## src/rtl/alu_seq16_if.sv

```systemverilog
// Bundle of the sequencer's request/response signals and its byte-wide ALU link.
// The slave modport is the sequencer; the master modport is the core/ALU side.
interface alu_seq16_if;
  logic        start;
  logic [2:0]  op;
  logic [15:0] a;
  logic [15:0] b;
  logic        carry_in;
  logic        busy;
  logic        done;
  logic        err;
  logic [15:0] result;
  logic        carry_flag;
  logic        parity_flag;
  logic [3:0]  alu_cmd;
  logic [7:0]  alu_a;
  logic [7:0]  alu_b;
  logic        alu_sc_i;
  logic        alu_pari_in;
  logic [7:0]  alu_rslt;
  logic        alu_sc_o;
  logic        alu_sc_en;
  logic        alu_sc_clr;
  logic        alu_pari;
  logic        alu_pari_clr;

  modport master (
    output start, op, a, b, carry_in,
    output alu_rslt, alu_sc_o, alu_sc_en, alu_sc_clr, alu_pari, alu_pari_clr,
    input  busy, done, err, result, carry_flag, parity_flag,
    input  alu_cmd, alu_a, alu_b, alu_sc_i, alu_pari_in
  );

  modport slave (
    input  start, op, a, b, carry_in,
    input  alu_rslt, alu_sc_o, alu_sc_en, alu_sc_clr, alu_pari, alu_pari_clr,
    output busy, done, err, result, carry_flag, parity_flag,
    output alu_cmd, alu_a, alu_b, alu_sc_i, alu_pari_in
  );
endinterface

```

## src/rtl/alu_seq16.sv

```systemverilog
// 16-bit operation sequencer: chains two byte-wide passes of the 8-bit ALU
// through the shift-carry and parity flags, which this block owns.
module alu_seq16 (
  input  logic       clk,
  input  logic       reset,
  alu_seq16_if.slave bus
);
  typedef enum logic [1:0] {IDLE, FIRST, SECOND, FIN} state_t;

  localparam logic [2:0] OP_ADD = 3'd0;
  localparam logic [2:0] OP_SHL = 3'd1;
  localparam logic [2:0] OP_LSR = 3'd2;
  localparam logic [2:0] OP_ASR = 3'd3;
  localparam logic [2:0] OP_XOR = 3'd4;
  localparam logic [2:0] OP_PAR = 3'd5;

  localparam logic [3:0] CMD_ADD = 4'd0;
  localparam logic [3:0] CMD_LSL = 4'd2;
  localparam logic [3:0] CMD_ASR = 4'd3;
  localparam logic [3:0] CMD_LSR = 4'd4;
  localparam logic [3:0] CMD_XOR = 4'd7;
  localparam logic [3:0] CMD_PAR = 4'd8;

  state_t      state, next_state;
  logic [15:0] a_q, b_q, result_q;
  logic [2:0]  op_q;
  logic        cin_q, carry_q, parity_q, done_q, err_q, illegal_q;
  logic        in_pass, first, pass_hi, accept, op_legal;
  logic [3:0]  cmd;
  logic [7:0]  opa, opb;
  logic        sc_i, pari_in;

  assign in_pass  = (state == FIRST) || (state == SECOND);
  assign first    = (state == FIRST);
  // Right shifts walk high byte first so the bit leaving the high byte feeds the low byte.
  assign pass_hi  = ((op_q == OP_LSR) || (op_q == OP_ASR)) ? first : !first;
  assign op_legal = (bus.op <= OP_PAR);
  // An illegal op parks one cycle in IDLE (illegal_q) before FIN; no new start meanwhile.
  assign accept   = (state == IDLE) && bus.start && !illegal_q;

  // NOTE: every signal written in an always_comb gets a default first, so no path infers a latch.
  always_comb begin
    next_state = state;
    case (state)
      IDLE: begin
        if (illegal_q)               next_state = FIN;
        else if (accept && op_legal) next_state = FIRST;
      end
      FIRST:   next_state = SECOND;
      SECOND:  next_state = FIN;
      FIN:     next_state = IDLE;
      default: next_state = IDLE;
    endcase
  end

  always_comb begin
    cmd     = CMD_ADD;
    opa     = 8'h00;
    opb     = 8'h00;
    sc_i    = 1'b0;
    pari_in = 1'b0;
    if (in_pass) begin
      opa = pass_hi ? a_q[15:8] : a_q[7:0];
      opb = pass_hi ? b_q[15:8] : b_q[7:0];
      case (op_q)
        OP_ADD: begin
          cmd  = CMD_ADD;
          sc_i = first ? cin_q : carry_q;
        end
        OP_SHL: begin
          cmd  = CMD_LSL;
          sc_i = !first && carry_q;
        end
        OP_LSR: begin
          cmd  = CMD_LSR;
          sc_i = !first && carry_q;
        end
        OP_ASR: begin
          cmd  = first ? CMD_ASR : CMD_LSR;
          sc_i = !first && carry_q;
        end
        OP_XOR: cmd = CMD_XOR;
        OP_PAR: begin
          cmd     = CMD_PAR;
          pari_in = !first && parity_q;
        end
        default: cmd = CMD_ADD;
      endcase
    end
  end

  // NOTE: sequential state uses non-blocking assignments so every flop sees pre-edge values.
  always_ff @(posedge clk) begin
    if (reset) begin
      state     <= IDLE;
      a_q       <= 16'h0000;
      b_q       <= 16'h0000;
      op_q      <= 3'd0;
      cin_q     <= 1'b0;
      result_q  <= 16'h0000;
      carry_q   <= 1'b0;
      parity_q  <= 1'b0;
      done_q    <= 1'b0;
      err_q     <= 1'b0;
      illegal_q <= 1'b0;
    end else begin
      state  <= next_state;
      done_q <= (state == FIN);
      err_q  <= (state == FIN) && illegal_q;
      if (state == FIN) illegal_q <= 1'b0;

      if (accept) begin
        a_q       <= bus.a;
        b_q       <= bus.b;
        op_q      <= bus.op;
        cin_q     <= bus.carry_in;
        illegal_q <= !op_legal;
      end

      if (in_pass) begin
        if (bus.alu_sc_clr)     carry_q <= 1'b0;
        else if (bus.alu_sc_en) carry_q <= bus.alu_sc_o;
        parity_q <= bus.alu_pari_clr ? 1'b0 : bus.alu_pari;
        if (op_q == OP_PAR) result_q <= 16'h0000;
        else if (pass_hi)   result_q[15:8] <= bus.alu_rslt;
        else                result_q[7:0]  <= bus.alu_rslt;
      end
    end
  end

  assign bus.busy        = in_pass;
  assign bus.done        = done_q;
  assign bus.err         = err_q;
  assign bus.result      = result_q;
  assign bus.carry_flag  = carry_q;
  assign bus.parity_flag = parity_q;
  assign bus.alu_cmd     = cmd;
  assign bus.alu_a       = opa;
  assign bus.alu_b       = opb;
  assign bus.alu_sc_i    = sc_i;
  assign bus.alu_pari_in = pari_in;
endmodule

```

## src/flat_wrapper.sv

```systemverilog
// flat-port wrapper written by rule: the top's interface ports become plain ports
module alu_seq16_flat 
  (clk, reset, bus_start, bus_op, bus_a, bus_b, bus_carry_in, bus_alu_rslt, bus_alu_sc_o, bus_alu_sc_en, bus_alu_sc_clr, bus_alu_pari, bus_alu_pari_clr, bus_busy, bus_done, bus_err, bus_result, bus_carry_flag, bus_parity_flag, bus_alu_cmd, bus_alu_a, bus_alu_b, bus_alu_sc_i, bus_alu_pari_in);
  alu_seq16_if bus_i ();
  input  logic clk;
  input  logic reset;
  input wire logic [$bits(bus_i.start)-1:0] bus_start;
  input wire logic [$bits(bus_i.op)-1:0] bus_op;
  input wire logic [$bits(bus_i.a)-1:0] bus_a;
  input wire logic [$bits(bus_i.b)-1:0] bus_b;
  input wire logic [$bits(bus_i.carry_in)-1:0] bus_carry_in;
  input wire logic [$bits(bus_i.alu_rslt)-1:0] bus_alu_rslt;
  input wire logic [$bits(bus_i.alu_sc_o)-1:0] bus_alu_sc_o;
  input wire logic [$bits(bus_i.alu_sc_en)-1:0] bus_alu_sc_en;
  input wire logic [$bits(bus_i.alu_sc_clr)-1:0] bus_alu_sc_clr;
  input wire logic [$bits(bus_i.alu_pari)-1:0] bus_alu_pari;
  input wire logic [$bits(bus_i.alu_pari_clr)-1:0] bus_alu_pari_clr;
  output wire logic [$bits(bus_i.busy)-1:0] bus_busy;
  output wire logic [$bits(bus_i.done)-1:0] bus_done;
  output wire logic [$bits(bus_i.err)-1:0] bus_err;
  output wire logic [$bits(bus_i.result)-1:0] bus_result;
  output wire logic [$bits(bus_i.carry_flag)-1:0] bus_carry_flag;
  output wire logic [$bits(bus_i.parity_flag)-1:0] bus_parity_flag;
  output wire logic [$bits(bus_i.alu_cmd)-1:0] bus_alu_cmd;
  output wire logic [$bits(bus_i.alu_a)-1:0] bus_alu_a;
  output wire logic [$bits(bus_i.alu_b)-1:0] bus_alu_b;
  output wire logic [$bits(bus_i.alu_sc_i)-1:0] bus_alu_sc_i;
  output wire logic [$bits(bus_i.alu_pari_in)-1:0] bus_alu_pari_in;
  assign bus_i.start = bus_start;
  assign bus_i.op = bus_op;
  assign bus_i.a = bus_a;
  assign bus_i.b = bus_b;
  assign bus_i.carry_in = bus_carry_in;
  assign bus_i.alu_rslt = bus_alu_rslt;
  assign bus_i.alu_sc_o = bus_alu_sc_o;
  assign bus_i.alu_sc_en = bus_alu_sc_en;
  assign bus_i.alu_sc_clr = bus_alu_sc_clr;
  assign bus_i.alu_pari = bus_alu_pari;
  assign bus_i.alu_pari_clr = bus_alu_pari_clr;
  assign bus_busy = bus_i.busy;
  assign bus_done = bus_i.done;
  assign bus_err = bus_i.err;
  assign bus_result = bus_i.result;
  assign bus_carry_flag = bus_i.carry_flag;
  assign bus_parity_flag = bus_i.parity_flag;
  assign bus_alu_cmd = bus_i.alu_cmd;
  assign bus_alu_a = bus_i.alu_a;
  assign bus_alu_b = bus_i.alu_b;
  assign bus_alu_sc_i = bus_i.alu_sc_i;
  assign bus_alu_pari_in = bus_i.alu_pari_in;
  alu_seq16 u_core (.clk(clk), .reset(reset), .bus(bus_i));
endmodule
```

## config.mk

```make
export PLATFORM = sky130hd
export DESIGN_NAME = alu_seq16_flat
export DESIGN_NICKNAME = d
export VERILOG_FILES = /design/src/rtl/alu_seq16_if.sv /design/src/rtl/alu_seq16.sv /design/src/flat_wrapper.sv
export SDC_FILE = /design/constraint.sdc
export NUM_CORES = 1
export LEC_CHECK = 0
export CAP_MARGIN = 20
export CELL_PAD_IN_SITES_DETAIL_PLACEMENT = 1
export CELL_PAD_IN_SITES_GLOBAL_PLACEMENT = 1
export CORE_ASPECT_RATIO = 0.8
export CORE_UTILIZATION = 34
export CTS_CLUSTER_DIAMETER = 200
export DETAILED_ROUTE_END_ITERATION = 8
export PLACE_DENSITY_LB_ADDON = 0.05
export SLEW_MARGIN = 0
export SYNTH_ARGS = -nofsm -noshare
export SYNTH_HDL_FRONTEND = slang
export SYNTH_SLANG_ARGS = --single-unit
```

## constraint.sdc

```tcl
create_clock -name clk -period 4.15 [get_ports clk]
set_input_delay 0.83 -clock clk [delete_from_list [all_inputs] [get_ports clk]]
set_output_delay 0.83 -clock clk [all_outputs]
set_load 0.02 [all_outputs]
```

### Word level (Yosys, flattened, before mapping)

Cells that the tools add are included.
W data, S select, Z words.

* register bits: 59
* latch bits: 0
* memory bits (writable): 0
* bits in read-only memories: 0
* input port bits: 52
* output and inout port bits: 43
* logic and storage cells: 67
* memories kept: 0

* add/subtract/negate cells: 0
* $mul: 0
* div/mod/pow operators: 0
* order comparisons: 1
* eq/ne operators: 10
* shift-type cells: 0
* multiplexer cells: 24
* bitwise operators: 0
* reduce and logical (&&, ||, !) cells: 20

Operators with widths (count)
* $mux W8: 6
* $pmux W4 S5: 1
* $mux W16: 1
* $mux W1: 10
* $pmux W2 S4: 1
* $eq A3 B2 Y1 const B: 2
* $eq A3 B3 Y1 const B: 2
* $logic_and A1 B1 Y1: 6
* $reduce_and A2 Y1: 3
* $reduce_bool A2 Y1: 3
* $eq A2 B2 Y1 const B: 2
* $mux W2: 2
* $mux W4: 1
* $eq A3 B1 Y1 const B: 1
* $le A3 B3 Y1 const B: 1
* $logic_not A1 Y1: 3
* $logic_not A3 Y1: 1
* $mux W3: 1
* $ne A3 B2 Y1 const B: 1
* $reduce_or A3 Y1: 1
* $eq A2 B1 Y1 const B: 1
* $logic_not A2 Y1: 1
* $logic_or A1 B1 Y1: 2
* $ne A2 B2 Y1 const B: 1
* $pmux W1 S2: 1

### Longest topological paths before layout

* word-level depth: 7
* gate-level depth with buffers: 8
* mapped depth without buffers: 5

### Worst setup path before layout

OpenSTA, ideal clock, no wires.

* kind: register to output
* from: register u_core.state[0]
* to: output port bus_alu_cmd[1]
* arrival: 2.003 ns
* slack: 1.317 ns
* stages on the path, launching flop included: 7
* buffers on the path: 2
* cell sequence: dfxtp_1 > inv_1 > ha_1 > clkbuf_1 > clkbuf_1 > nand2_1 > o32ai_1

RTL lines
* start, declared: line alu_seq16.sv:24 `state_t state, next_state;`
* start signal, assigned: line alu_seq16.sv:107 `state <= next_state;`
* $eq A2 B1 Y1 or $eq A2 B2 Y1 (tied branches): line alu_seq16.sv:33 `assign in_pass = (state == FIRST) || (state == SECOND);`
* $logic_or A1 B1 Y1 (*): line alu_seq16.sv:33
* via bus_busy: line flat_wrapper.sv:18 `output wire logic [$bits(bus_i.busy)-1:0] bus_busy;`
* $mux W4 (*): line alu_seq16.sv:62 `if (in_pass) begin`
* end, declared: line flat_wrapper.sv:24 `output wire logic [$bits(bus_i.alu_cmd)-1:0] bus_alu_cmd;`

Mark *: on every way through the listed nets, which the timed path passes. The rest lies on a longest branch.

### Worst setup path in the final report

* from: register u_core.state[1]
* to: output port bus_alu_b[4]

* longest elaborated chain between the ends: 5

Ends and longest elaborated chain
* $eq A2 B1 Y1: line alu_seq16.sv:33, alu_seq16.sv:34
* $logic_not A1 Y1: line alu_seq16.sv:36 `assign pass_hi = ((op_q == OP_LSR) || (op_q == OP_ASR)) ? first : !first;`
* $mux W1: line alu_seq16.sv:36
* $mux W8: line alu_seq16.sv:64 `opb = pass_hi ? b_q[15:8] : b_q[7:0];`
* $mux W8 (*): line alu_seq16.sv:62
* end, declared: line flat_wrapper.sv:26 `output wire logic [$bits(bus_i.alu_b)-1:0] bus_alu_b;`

Every way passes the cells marked *; elsewhere a longest branch is shown, timed or not.

==> flow_results.xml <==
<?xml version="1.0" encoding="UTF-8"?>
<metrics>
  <group name="min_path">
    <metric name="holdCritPathClass" unit="">reg -&gt; reg</metric>
  </group>
  <group name="clock_tree">
    <metric name="clockRootBuffer" unit="">clkbuf_8</metric>
    <metric name="cts_htree_levels" unit="">3</metric>
    <metric name="cts_setup_buffers" unit="">0</metric>
    <metric name="total_clock_sinks" unit="">59</metric>
    <metric name="tritoncts_clock_tree" unit="">done</metric>
    <metric name="cts.clk_slew.worst_paths" unit="ns">0.06</metric>
    <metric name="clock_latency" unit="ns">0.33</metric>
    <metric name="cts_max_path_buffers" unit="">2</metric>
    <metric name="number_of_hold_repair_buffers_added_at_the_cts_stage" unit="">0</metric>
    <metric name="num_cts_buffers" unit="">9</metric>
    <metric name="post_cts_resized" unit="">0</metric>
  </group>
  <group name="synthesis">
    <metric name="synth_ff_type" unit="">dfxtp_1</metric>
    <metric name="ys_top_cells_by_area" unit="">dfxtp_1 45%, nand2_1 11%, a21oi_1 7.6%, a22o_1 5.3%, o32ai_1 4.3%</metric>
    <metric name="yosysWarnings" unit="">0</metric>
    <metric name="synthMostInstantiatedCell" unit="">nand2_1</metric>
    <metric name="asyncSetResetFlopFracSynth" unit="">0</metric>
    <metric name="synth.top_cells.by_count" unit="">76 x nand2_1, 59 x dfxtp_1, 40 x a21oi_1</metric>
    <metric name="synth-seq-cells" unit="">59</metric>
    <metric name="yosysTopAreaCell" unit="">dfxtp_1</metric>
    <metric name="synth_nets" unit="">369</metric>
    <metric name="synthesis.instances" unit="">311</metric>
    <metric name="syn-cell-area" unit="µm²">2630</metric>
    <metric name="synth_area_per_cell" unit="µm²">8.47</metric>
    <metric name="synth-edff-count" unit="">0</metric>
    <metric name="synth.top_cell.area_share" unit="">0.448</metric>
    <metric name="count_of_cell_types_in_the_netlist" unit="">35</metric>
    <metric name="synth_sequential_area_ratio" unit="">0.448</metric>
  </group>
  <group name="power_and_ir_drop">
    <metric name="share_of_power_burned_in_registers" unit="">0.318</metric>
    <metric name="cellPowerDensity" unit="nW/µm²">660</metric>
    <metric name="share_clk_of_total_power" unit="">0.204</metric>
    <metric name="cell_internal_pwr" unit="W">0.00148</metric>
    <metric name="ir_worst_vdd" unit="µV">274</metric>
    <metric name="power.combinational.fraction" unit="">0.478</metric>
    <metric name="switching_share" unit="">0.408</metric>
    <metric name="total_switching_power" unit="W">0.00102</metric>
    <metric name="p_leak" unit="nW">1.35</metric>
  </group>
  <group name="flow_run">
    <metric name="max_cap_violations" unit="">0</metric>
  </group>
  <group name="global_routing">
    <metric name="number_of_antenna_violations_at_the_first_check_in_global_routing" unit="">0</metric>
    <metric name="overflow" unit="">0</metric>
    <metric name="grt_usage" unit="">0.193</metric>
    <metric name="global_route_wire_length_before_repair" unit="mm">12.0</metric>
    <metric name="maximum_number_of_pins_on_one_net_before_global_route_repair" unit="">42</metric>
    <metric name="via_count_of_the_first_global_routing_pass" unit="">2495</metric>
  </group>
  <group name="timing">
    <metric name="fmax" unit="MHz">261</metric>
    <metric name="final_min_period_over_clock_period" unit="">0.924</metric>
    <metric name="tightestPinTransition" unit="ns">0.841</metric>
    <metric name="final-setup-viol-count" unit="">0</metric>
    <metric name="final-max-slew-violation-count" unit="">0</metric>
    <metric name="setup-tns-final" unit="ns">0</metric>
    <metric name="period_minus_slack" unit="ns">3.83</metric>
    <metric name="timing.max_slew.rel_slack" unit="">0.439</metric>
    <metric name="final_hold_viol_count" unit="">0</metric>
    <metric name="rsz_0062_raised_after_global_routing" unit="">no</metric>
    <metric name="clock-skew-final" unit="ns">0.00930</metric>
    <metric name="worst_hold_slack" unit="ns">0.458</metric>
  </group>
  <group name="floorplan">
    <metric name="io-pin-count" unit="">95</metric>
    <metric name="die_w" unit="µm">100</metric>
    <metric name="die_area" unit="µm²">8100</metric>
    <metric name="area_of_the_core" unit="µm²">7460</metric>
    <metric name="placement_rows" unit="">28</metric>
    <metric name="start_util" unit="">0.353</metric>
    <metric name="chipHeight" unit="µm">80.7</metric>
  </group>
  <group name="layout">
    <metric name="multi_input_gate_area" unit="µm²">1220</metric>
    <metric name="post_route_cells_drive_above_1_share" unit="">0.0698</metric>
    <metric name="area_growth_syn_to_layout" unit="%">43.8</metric>
    <metric name="nets" unit="">455</metric>
    <metric name="diodes" unit="">0</metric>
    <metric name="seq_area" unit="µm²">1180</metric>
    <metric name="n_fill_cell" unit="">900</metric>
  </group>
  <group name="placement">
    <metric name="routabilityCongestion" unit="">0.721</metric>
    <metric name="hpwlAfterDp" unit="mm">5.16</metric>
    <metric name="place.port_buffers" unit="">94</metric>
  </group>
  <group name="drt">
    <metric name="ant_nets" unit="">0</metric>
    <metric name="drtIter0Drc" unit="">71</metric>
    <metric name="routed-via-count" unit="">2453</metric>
    <metric name="vias_per_cell" unit="">4.85</metric>
    <metric name="wl_per_cell" unit="µm">14.9</metric>
    <metric name="drtPass1Iterations" unit="">4</metric>
    <metric name="wl" unit="mm">7.54</metric>
    <metric name="route.detailed.drc" unit="">0</metric>
  </group>
  <group name="worst_setup_path">
    <metric name="timing.critical_path.from_type" unit="">flip-flop</metric>
    <metric name="critPathKind" unit="">reg -&gt; out</metric>
    <metric name="critical_path.max_fanout" unit="">19</metric>
    <metric name="end_kind" unit="">output port</metric>
    <metric name="critical_path_required" unit="ns">3.32</metric>
    <metric name="worstPathArrival" unit="ns">3.00</metric>
  </group>
  <group name="outcome">
    <metric name="status" unit="">finished clean</metric>
  </group>
</metrics>
[layout by cell type, fill, tap and decap left out, drive strengths merged]
cell type and instances:
and3b 1, nand3b 2, nand2 76, nand2b 4, clkinv 2, clkbuf 11, or3 1, xnor2 1
xor2 1, buf 6, and3 1, a22o 16, bufinv 1, and2 2, a21boi 1, inv 23
nor2b 1, clkdlybuf4s50 93, dfxtp 59, nand4b 2, clkinvlp 1, o21ai 2, nor3b 2, o32ai 17
a32oi 1, a31oi 1, mux2i 1, o31ai 1, nand3 17, a21oi 40, o311a 2, ha 6
nor2 6
[power by group through the flow]
stage / Clock, W / Sequential, W / Combinational [W]
final: 0.000510 / 0.000795 / 0.00120
after global routing: 0.000555 / 0.000813 / 0.00130
after CTS: 0.000528 / 0.000797 / 0.00121
after detailed placement: 0 / 0.000809 / 0.00120
after global placement: 0 / 0.000805 / 0.00117
after floorplan: 0 / 0.000860 / 0.000770
[layer usage]
metal  part of all wire  GRT usage  up-vias
met1               0.49      0.240     1157
met4             0.0098     0.0681        0
li1                   -          -     1234
met3              0.036     0.0513        8
met5                  0          0        -
met2               0.46      0.323       54
[critical path, cell delays in order, from the launching register on]
cell	delay [ns]
dfxtp_1	0.37
inv_1	0.10
ha_1	0.31
xnor2_2	0.43
and2_1	0.35
buf_4	0.32
a22o_1	0.18
clkdlybuf4s50_1	0.61
[worst paths after layout]
path / depth (start not counted) / end / startpoint / slack [ns]
worst max-delay path: 7 / bus_alu_b[4] / u_core.state[1]$_SDFFE_PP0P_ / 0.32
worst min-delay path: 2 / u_core.b_q[8]$_SDFFE_PP0P_ / u_core.b_q[8]$_SDFFE_PP0P_ / 0.46
worst max register to register: 5 / u_core.bus.result[5]$_SDFFE_PP0P_ / u_core.state[0]$_SDFFE_PP0P_ / 1.98
worst min register to register: 2 / u_core.b_q[8]$_SDFFE_PP0P_ / u_core.b_q[8]$_SDFFE_PP0P_ / 0.46
[per-stage QoR]
stage / worst slack (ns) / utilization / instance area [µm²] / instances / power [W]
final: 0.317 / 0.507 / 3790 / 506 / 0.00250
after global routing: 0.123 / 0.507 / 3790 / 506 / 0.00267
after CTS: 0.285 / 0.507 / 3790 / 506 / 0.00253
after detailed placement: 0.654 / 0.482 / 3590 / 491 / 0.00201
after global placement: 0.760 / 0.482 / 3590 / 491 / 0.00197
after floorplan: 1.32 / - / 2630 / 311 / 0.00163
[layout make-up]
class | count | area share
sequential | 59 | 0.312
tap | 105 | 0.0347
timing repair buffer | 99 | 0.257
inverter | 23 | 0.0228
clock inverter | 4 | 0.0135
multi-input combinational | 205 | 0.323
clock buffer | 11 | 0.0373
[logic make-up after synthesis]
family	Yosys count	share of synthesized area
AND/OR/NAND/NOR	115	0.193
AO/OA/AOI/OAI	81	0.226
flip-flops	59	0.448
buffers and inverters	47	0.0879
adder cells (fa/ha/maj)	6	0.0285
XOR/XNOR	2	0.0124
multiplexers	1	0.00380
[sequential cells by signal, indices dropped and copies added, names as in the netlist, 2 cells and up]
register,count
u_core.b_q,16
u_core.op_q,3
u_core.state,2
u_core.bus.result,16
u_core.a_q,16
No activity file was read; power rests on OpenSTA's default activity.
